--- config.mk ---
export PLATFORM = sky130hd
export DESIGN_NAME = scan_freq_sweep
export DESIGN_NICKNAME = d
export VERILOG_FILES = /design/src/rtl/scan_sweep_pkg.sv /design/src/rtl/dds_serial_tx.sv /design/src/rtl/scan_freq_sweep.sv
export SDC_FILE = /design/constraint.sdc
export NUM_CORES = 1
export LEC_CHECK = 0
export ABC_AREA = 1
export ABC_CLOCK_PERIOD_IN_PS = 8200
export BUFFER_PORTS_ARGS = -buffer_cell sky130_fd_sc_hd__buf_2
export CORE_UTILIZATION = 56
export CTS_BUF_LIST = sky130_fd_sc_hd__clkbuf_8
export DETAILED_ROUTE_END_ITERATION = 10
export GPL_ROUTABILITY_DRIVEN = 0
export PLACE_DENSITY = 0.88
export SLEW_MARGIN = 20
export SYNTH_ARGS = -nofsm -noshare
export SYNTH_HDL_FRONTEND = slang
export SYNTH_SLANG_ARGS = --single-unit
--- constraint.sdc ---
create_clock -name CLKA -period 8.2 [get_ports CLKA]
set_input_delay 1.23 -clock CLKA [delete_from_list [all_inputs] [get_ports CLKA]]
set_output_delay 1.23 -clock CLKA [all_outputs]
set_load 0.02 [all_outputs]
--- src/rtl/scan_sweep_pkg.sv ---
// Shared types and defaults for the DDS scan-frequency sweep controller.
// Holds the FSM state enum and default parameter values.
package scan_sweep_pkg;

    localparam int FTW_W_DEF    = 32;
    localparam int CTRL_W_DEF   = 8;
    localparam int STEP_W_DEF   = 12;
    localparam int DWELL_W_DEF  = 16;
    localparam int WCLK_DIV_DEF = 2;
    localparam int RST_CYC_DEF  = 8;
    localparam int DDS_WORD_W   = FTW_W_DEF + CTRL_W_DEF;

    typedef enum logic [2:0] {
        S_IDLE,
        S_DRST,
        S_LOAD,
        S_FQUD,
        S_DWELL,
        S_DONE
    } state_t;

endpackage

--- src/rtl/dds_serial_tx.sv ---
// Serial DDS word shifter with W_CLK divider; also times the FQ_UD pulse.
// Ports: clk/rst_n, i_load+i_fqud+i_word start a job, i_abort kills it,
// o_last marks the final cycle of a job, o_wclk/o_data/o_fqud drive pins.
module dds_serial_tx #(
    parameter int W        = 40,
    parameter int WCLK_DIV = 2
) (
    input  logic         clk,
    input  logic         rst_n,
    input  logic         i_load,
    input  logic         i_fqud,
    input  logic         i_abort,
    input  logic [W-1:0] i_word,
    output logic         o_last,
    output logic         o_wclk,
    output logic         o_data,
    output logic         o_fqud
);

    localparam int DIV_W = (WCLK_DIV > 1) ? $clog2(WCLK_DIV) : 1;
    localparam int BIT_W = $clog2(W + 1);

    logic             r_active;
    logic             r_fq;
    logic             r_phase;
    logic [DIV_W-1:0] r_div;
    logic [BIT_W-1:0] r_bit;
    logic [W-1:0]     r_sh;
    logic             w_div_end;
    logic             w_bit_end;

    assign w_div_end = (r_div == DIV_W'(WCLK_DIV - 1));
    assign w_bit_end = (r_bit == BIT_W'(W - 1));

    // Final cycle: end of FQ_UD pulse, or end of the last bit's high phase
    assign o_last = r_active & w_div_end & (r_fq | (r_phase & w_bit_end));
    assign o_wclk = r_active & ~r_fq & r_phase;
    assign o_data = r_active & ~r_fq & r_sh[0];
    assign o_fqud = r_active & r_fq;

    always_ff @(posedge clk or negedge rst_n) begin
        if (!rst_n) begin
            r_active <= 1'b0;
            r_fq     <= 1'b0;
            r_phase  <= 1'b0;
            r_div    <= '0;
            r_bit    <= '0;
            r_sh     <= '0;
        end else if (i_abort) begin
            r_active <= 1'b0;
            r_phase  <= 1'b0;
            r_div    <= '0;
        end else if (i_load) begin
            r_active <= 1'b1;
            r_fq     <= i_fqud;
            r_sh     <= i_word;
            r_bit    <= '0;
            r_div    <= '0;
            r_phase  <= 1'b0;
        end else if (r_active) begin
            if (w_div_end) begin
                r_div <= '0;
                if (r_fq) begin
                    r_active <= 1'b0;
                end else if (!r_phase) begin
                    r_phase <= 1'b1;
                end else begin
                    // Data changes only as W_CLK falls
                    r_phase <= 1'b0;
                    r_sh    <= r_sh >> 1;
                    r_bit   <= r_bit + BIT_W'(1);
                    if (w_bit_end) r_active <= 1'b0;
                end
            end else begin
                r_div <= r_div + DIV_W'(1);
            end
        end
    end

endmodule

--- src/rtl/scan_freq_sweep.sv ---
// DDS scan-frequency sweep controller: reset DDS, then per point load word,
// strobe FQ_UD, gate acquisition for the dwell. Optional SCAN_SWEEP_TRIANGLE_EN
// adds mode_tri for an up-then-down sweep. Ports: CLKA/NSYSRESET, start/abort,
// sweep setup inputs, DDS pins, acq_gate, busy, step_idx, scanover.
module scan_freq_sweep
    import scan_sweep_pkg::*;
#(
    parameter int FTW_W    = FTW_W_DEF,
    parameter int CTRL_W   = CTRL_W_DEF,
    parameter int STEP_W   = STEP_W_DEF,
    parameter int DWELL_W  = DWELL_W_DEF,
    parameter int WCLK_DIV = WCLK_DIV_DEF,
    parameter int RST_CYC  = RST_CYC_DEF
) (
    input  logic               CLKA,
    input  logic               NSYSRESET,
    input  logic               start,
    input  logic               abort,
    input  logic [FTW_W-1:0]   f_start,
    input  logic [FTW_W-1:0]   f_step,
    input  logic [STEP_W-1:0]  n_steps,
    input  logic [DWELL_W-1:0] dwell,
    input  logic [CTRL_W-1:0]  ctrl_byte,
`ifdef SCAN_SWEEP_TRIANGLE_EN
    input  logic               mode_tri,
`endif
    output logic               ddsreset,
    output logic               ddswclk,
    output logic               ddsdata,
    output logic               ddsfqud,
    output logic               acq_gate,
    output logic               busy,
    output logic [STEP_W-1:0]  step_idx,
    output logic               scanover
);

    localparam int WORD_W = FTW_W + CTRL_W;

    state_t              r_state;
    state_t              w_state_nx;
    logic [31:0]         r_cnt;
    logic [FTW_W-1:0]    r_acc;
    logic [FTW_W-1:0]    r_step;
    logic [STEP_W-1:0]   r_nsteps;
    logic [STEP_W-1:0]   r_idx;
    logic [DWELL_W-1:0]  r_dwell;
    logic [CTRL_W-1:0]   r_ctrl;
    logic                r_dir;
    logic                w_tri;
    logic                w_turn;
    logic                w_down;
    logic                w_final;
    logic                w_dwell_last;
    logic [31:0]         w_dwell_eff;
    logic [FTW_W-1:0]    w_acc_nx;
    logic [STEP_W-1:0]   w_idx_nx;
    logic                w_advance;
    logic                w_tx_load;
    logic                w_tx_fq;
    logic                w_tx_abort;
    logic                w_tx_last;
    logic [WORD_W-1:0]   w_tx_word;

`ifdef SCAN_SWEEP_TRIANGLE_EN
    logic r_tri;
    assign w_tri = r_tri;
    always_ff @(posedge CLKA or negedge NSYSRESET) begin
        if (!NSYSRESET)
            r_tri <= 1'b0;
        else if (r_state == S_IDLE && start)
            r_tri <= mode_tri;
    end
`else
    assign w_tri = 1'b0;
`endif

    // Next-point decision; a triangle turn reuses the down step
    assign w_turn  = w_tri & ~r_dir & (r_idx == r_nsteps) & (r_nsteps != '0);
    assign w_down  = r_dir | w_turn;
    assign w_final = r_dir ? (r_idx == '0) : ((r_idx == r_nsteps) & ~w_turn);
    assign w_acc_nx = w_down ? (r_acc - r_step) : (r_acc + r_step);
    assign w_idx_nx = w_down ? (r_idx - STEP_W'(1)) : (r_idx + STEP_W'(1));

    assign w_dwell_eff  = (r_dwell == '0) ? 32'd1 : 32'(r_dwell);
    assign w_dwell_last = (r_cnt == w_dwell_eff - 32'd1);

    always_comb begin
        w_state_nx = r_state;
        w_tx_load  = 1'b0;
        w_tx_fq    = 1'b0;
        w_tx_word  = {r_ctrl, r_acc};
        w_advance  = 1'b0;
        unique case (r_state)
            S_IDLE: begin
                if (start) w_state_nx = S_DRST;
            end
            S_DRST: begin
                if (abort) begin
                    w_state_nx = S_DONE;
                end else if (r_cnt == 32'(RST_CYC - 1)) begin
                    w_state_nx = S_LOAD;
                    w_tx_load  = 1'b1;
                end
            end
            S_LOAD: begin
                if (abort) begin
                    w_state_nx = S_DONE;
                end else if (w_tx_last) begin
                    w_state_nx = S_FQUD;
                    w_tx_load  = 1'b1;
                    w_tx_fq    = 1'b1;
                end
            end
            S_FQUD: begin
                if (abort)
                    w_state_nx = S_DONE;
                else if (w_tx_last)
                    w_state_nx = S_DWELL;
            end
            S_DWELL: begin
                if (abort) begin
                    w_state_nx = S_DONE;
                end else if (w_dwell_last) begin
                    if (w_final) begin
                        w_state_nx = S_DONE;
                    end else begin
                        w_state_nx = S_LOAD;
                        w_tx_load  = 1'b1;
                        w_tx_word  = {r_ctrl, w_acc_nx};
                        w_advance  = 1'b1;
                    end
                end
            end
            S_DONE: begin
                w_state_nx = S_IDLE;
            end
            default: begin
                w_state_nx = S_IDLE;
            end
        endcase
    end

    always_ff @(posedge CLKA or negedge NSYSRESET) begin
        if (!NSYSRESET) begin
            r_state  <= S_IDLE;
            r_cnt    <= '0;
            r_acc    <= '0;
            r_step   <= '0;
            r_nsteps <= '0;
            r_idx    <= '0;
            r_dwell  <= '0;
            r_ctrl   <= '0;
            r_dir    <= 1'b0;
        end else begin
            r_state <= w_state_nx;
            if (w_state_nx != r_state)
                r_cnt <= '0;
            else if (r_state == S_DRST || r_state == S_DWELL)
                r_cnt <= r_cnt + 32'd1;
            if (r_state == S_IDLE && start) begin
                r_acc    <= f_start;
                r_step   <= f_step;
                r_nsteps <= n_steps;
                r_dwell  <= dwell;
                r_ctrl   <= ctrl_byte;
                r_idx    <= '0;
                r_dir    <= 1'b0;
            end else if (w_advance) begin
                r_acc <= w_acc_nx;
                r_idx <= w_idx_nx;
                r_dir <= w_down;
            end
        end
    end

    assign w_tx_abort = abort & busy;

    dds_serial_tx #(
        .W        (WORD_W),
        .WCLK_DIV (WCLK_DIV)
    ) u_tx (
        .clk     (CLKA),
        .rst_n   (NSYSRESET),
        .i_load  (w_tx_load),
        .i_fqud  (w_tx_fq),
        .i_abort (w_tx_abort),
        .i_word  (w_tx_word),
        .o_last  (w_tx_last),
        .o_wclk  (ddswclk),
        .o_data  (ddsdata),
        .o_fqud  (ddsfqud)
    );

    assign ddsreset = (r_state == S_DRST);
    assign acq_gate = (r_state == S_DWELL);
    assign busy     = (r_state == S_DRST) | (r_state == S_LOAD) |
                      (r_state == S_FQUD) | (r_state == S_DWELL);
    assign scanover = (r_state == S_DONE);
    assign step_idx = r_idx;

endmodule
==> metrics <==
status completed; Clock Latency Late Sink 0.49 ns; total of max-cap violations 0; DRT Pass-1 Iters 6; Synth cell types 46; skew final 0.01705 ns; largest net degree at the start of global routing 123; total core area 0.02129 mm²; Initial Utilization 57.78%; WHS Endpoint u_tx.r_sh[3]; vias per cell 5.716; Post-CTS Setup Bufs 0; die area 0.02256 mm²; # IOs 123; CTS tree yes; pwr/cell area 310.4 mW/mm²; row count 53; hold crit path type reg -> reg; post-DP HPWL 22770 µm; peak supply drop 210.3 µV; TritonCTS Sinks 197; FF-to-FF Start r_dwell[8]; critical path type reg -> reg; antenna violations before repair 0; final std cells w/o fill 2091; commonest cells in the netlist nand2_1 (594), dfrtp_1 (197), inv_1 (157), nor2_1 (146), o21ai_0 (115); Simple-Gate Fraction of Synth Area 31.93%; Comb power frac 51.0%; Power Internal 2.186 mW; Yosys Warn Count 0; Residual DRC 0; Post-synth top flop dfrtp_1; DR WL/cell 15.34 µm; TNS Setup 0 ns; Seq pwr share 33.7%; fmax 185.3 MHz; Area Growth Syn to Fin 9.054%; crit path time final 5.397 ns; diodes inserted 0; Hold Vio Cnt, Final 0; most frequent cell after synthesis nand2_1; Syn Area/Cell 7.130 µm²; Rel. slew slack 26.91%; cts hold-fix bufs 0; vias in the first global route 11100; vias 11953; aggregate global routing overflow 0; Pleak 6.936 nW; Worst EP arrival 5.72 ns; final WL 32080 µm; CP endpoint kind flip-flop; Area contributors post-synth dfrtp_1 (40%), nand2_1 (18%), inv_1 (4.8%), o21ai_0 (4.7%), nor2_1 (4.5%); worst r2r dst u_tx.r_sh[38]; Gate Count Post-Synth 1725; Tcrit/Tclk final 65.82%; port bufs 122; XOR/XNOR Fraction of Synth Area 6.053%; complex-gate fraction of the synthesized area 10.59%; clock share of power 15.3%; Worst-Margin Slew 1.094 ns; Root Buffer Master clkbuf_8; fin. max-slew vios 0; register area share after synthesis 40.08%; RSZ-0062 raised after global routing false; Max Fanout on Critical Path 54; Worst EP required 8.53 ns; share of post-route cells with drive strength above 1 10.35%; net switching power 1.978 mW; largest family of logic cells by synthesized area simple AND/OR/NAND/NOR gates; cts bufs inserted 17; first-pass GRT wire length 53210 µm; Reg2Reg Depth 18; mux share of post-synthesis cell area 0%; CTS H-tree depth 4; Reg clk slew, reported paths 0.11 ns; post-synthesis cell area 0.01230 mm²; Post-DRT Antenna Nets 0; cell taking the most area after synthesis dfrtp_1; crit start category flip-flop; post-CTS sizing 0; DRT iter0 DRCs 1253; Final #Nets 1943; Placed Instances 2058; reg2reg setup slack 2.80 ns; Worst Hold Depth 2; asr flop ratio synth 100.0%; post-synth top area share 40.08%; min-delay src u_tx.r_sh[3]; EDFF count, synth 0; Die X 150.2 µm; Yosys reg bits 197; area share of fa/ha/maj cells after synthesis 3.723%; GR Util All Layers 29.60%; switching fraction of total power 47.50%; Total Power 4.164 mW; CTS Buffer Depth 2; chip height 150.2 µm; final setup violation count 0; Syn Nets 1865
## cells in the final DEF (no fill, tap or decap), types with 3 or more instances in the layout
cell type	Yosys	routed
nand2_1	594	594
dfrtp_1	197	197
inv_1	157	157
nor2_1	146	146
buf_2	23	121
o21ai_0	115	115
nand4_1	75	75
nand3_1	57	56
a21oi_1	53	53
xor2_1	45	45
xnor2_1	40	40
ha_1	35	35
nor3_1	30	30
clkbuf_8	0	19
o211ai_1	12	12
nor4_1	11	11
a31oi_1	11	11
o21ai_1	11	11
inv_2	8	8
nand2_2	6	6
a21o_1	6	6
nor2_2	5	5
o22ai_1	5	5
o31ai_1	4	4
buf_4	3	4
or2_2	3	3
nand3_2	2	3
a211oi_1	3	3
a22oi_1	3	3
o21a_1	3	3
o21bai_1	3	3
clkinv_2	0	3
inv_6	0	3
## layout make-up
cell class,instances,area [µm²]
Timing Repair Buffer,127,676.9
Tap cell,275,344.1
Clock inverter,14,147.6
Fill cell,1800,7874
Sequential cell,197,4930
Multi-Input combinational cell,1293,6437
Clock buffer,18,247.7
Inverter,167,629.4
## worst max-delay path, stage by stage (launching register included)
cell,delay (ns)
dfrtp_1,0.43
nor2_2,0.19
nand2_1,0.09
nor2_1,0.20
nand2_2,0.17
nand2_1,0.13
inv_1,0.05
ha_1,0.23
xnor2_1,0.23
xor2_1,0.25
nand4_1,0.12
nor2_1,0.13
nand3_1,0.09
nor2_1,0.13
nand3_2,0.79
nand2_2,1.14
inv_2,0.50
o21ai_0,0.26
o21ai_0,0.09
## power groups by stage
stage          combinational [mW]  clock [mW]  sequential [mW]
5_1_grt                      2.38       0.684             1.43
6_report                     2.12       0.637             1.40
3_5_place_dp                 2.05           0             1.42
2_1_floorplan                1.65           0             1.36
3_3_place_gp                 1.98           0             1.41
4_1_cts                      2.06       0.640             1.40
## cell families (layout without fill, tap and decap cells)
group	Yosys count	count (layout)
buffers and inverters	235	326
AOI/OAI and AO/OA	235	235
DFF	197	197
and+or+nand+nor	937	937
adders and majority gates	36	36
xor gates and xnor gates	85	85
## layer usage
metal  share of wire, %  vias to the layer above  global-route usage (%)
met3                8.9                       81                   5.424
met5                  0                        -                       0
met2                 46                      590                   47.08
met1                 43                     5542                   41.40
li1                   -                     5740                       -
met4                2.1                        0                   8.182
## stage by stage
stage                     instance area (µm²)  util, %  hold WS [ns]  setup WS, ns
final                                   13410    63.01        0.4931         2.803
after global placement                  12990    61.02        0.4616         3.133
after CTS                               13390    62.88        0.4922         2.901
after detailed placement                12990    61.02        0.4642         2.982
after global routing                    13410    63.01        0.5110         2.305
after floorplan                         12300        -        0.4436         5.196
## registers in the layout, indices dropped and copies added, names as in the netlist
register and count:
r_acc 32, r_cnt 32, r_ctrl 8, r_dwell 16
r_nsteps 12, r_state 3, r_step 32, step_idx 12
u_tx.r_active 1, u_tx.r_bit 6, u_tx.r_div 1, u_tx.r_fq 1
u_tx.r_phase 1, u_tx.r_sh 40
## how the worst max path moves through the flow
stage                    start             to  slack (ns)  depth (start not counted)
floorplan           r_dwell[2]   u_tx.r_sh[7]        5.20                         25
global placement    r_dwell[8]  u_tx.r_sh[38]        3.13                         18
detailed placement  r_dwell[8]  u_tx.r_sh[38]        2.98                         18
CTS                 r_dwell[8]  u_tx.r_sh[38]        2.90                         18
global route        r_dwell[8]  u_tx.r_sh[38]        2.31                         23
finish              r_dwell[8]  u_tx.r_sh[38]        2.80                         18
Note: power is estimated with default switching activity, not from simulation.
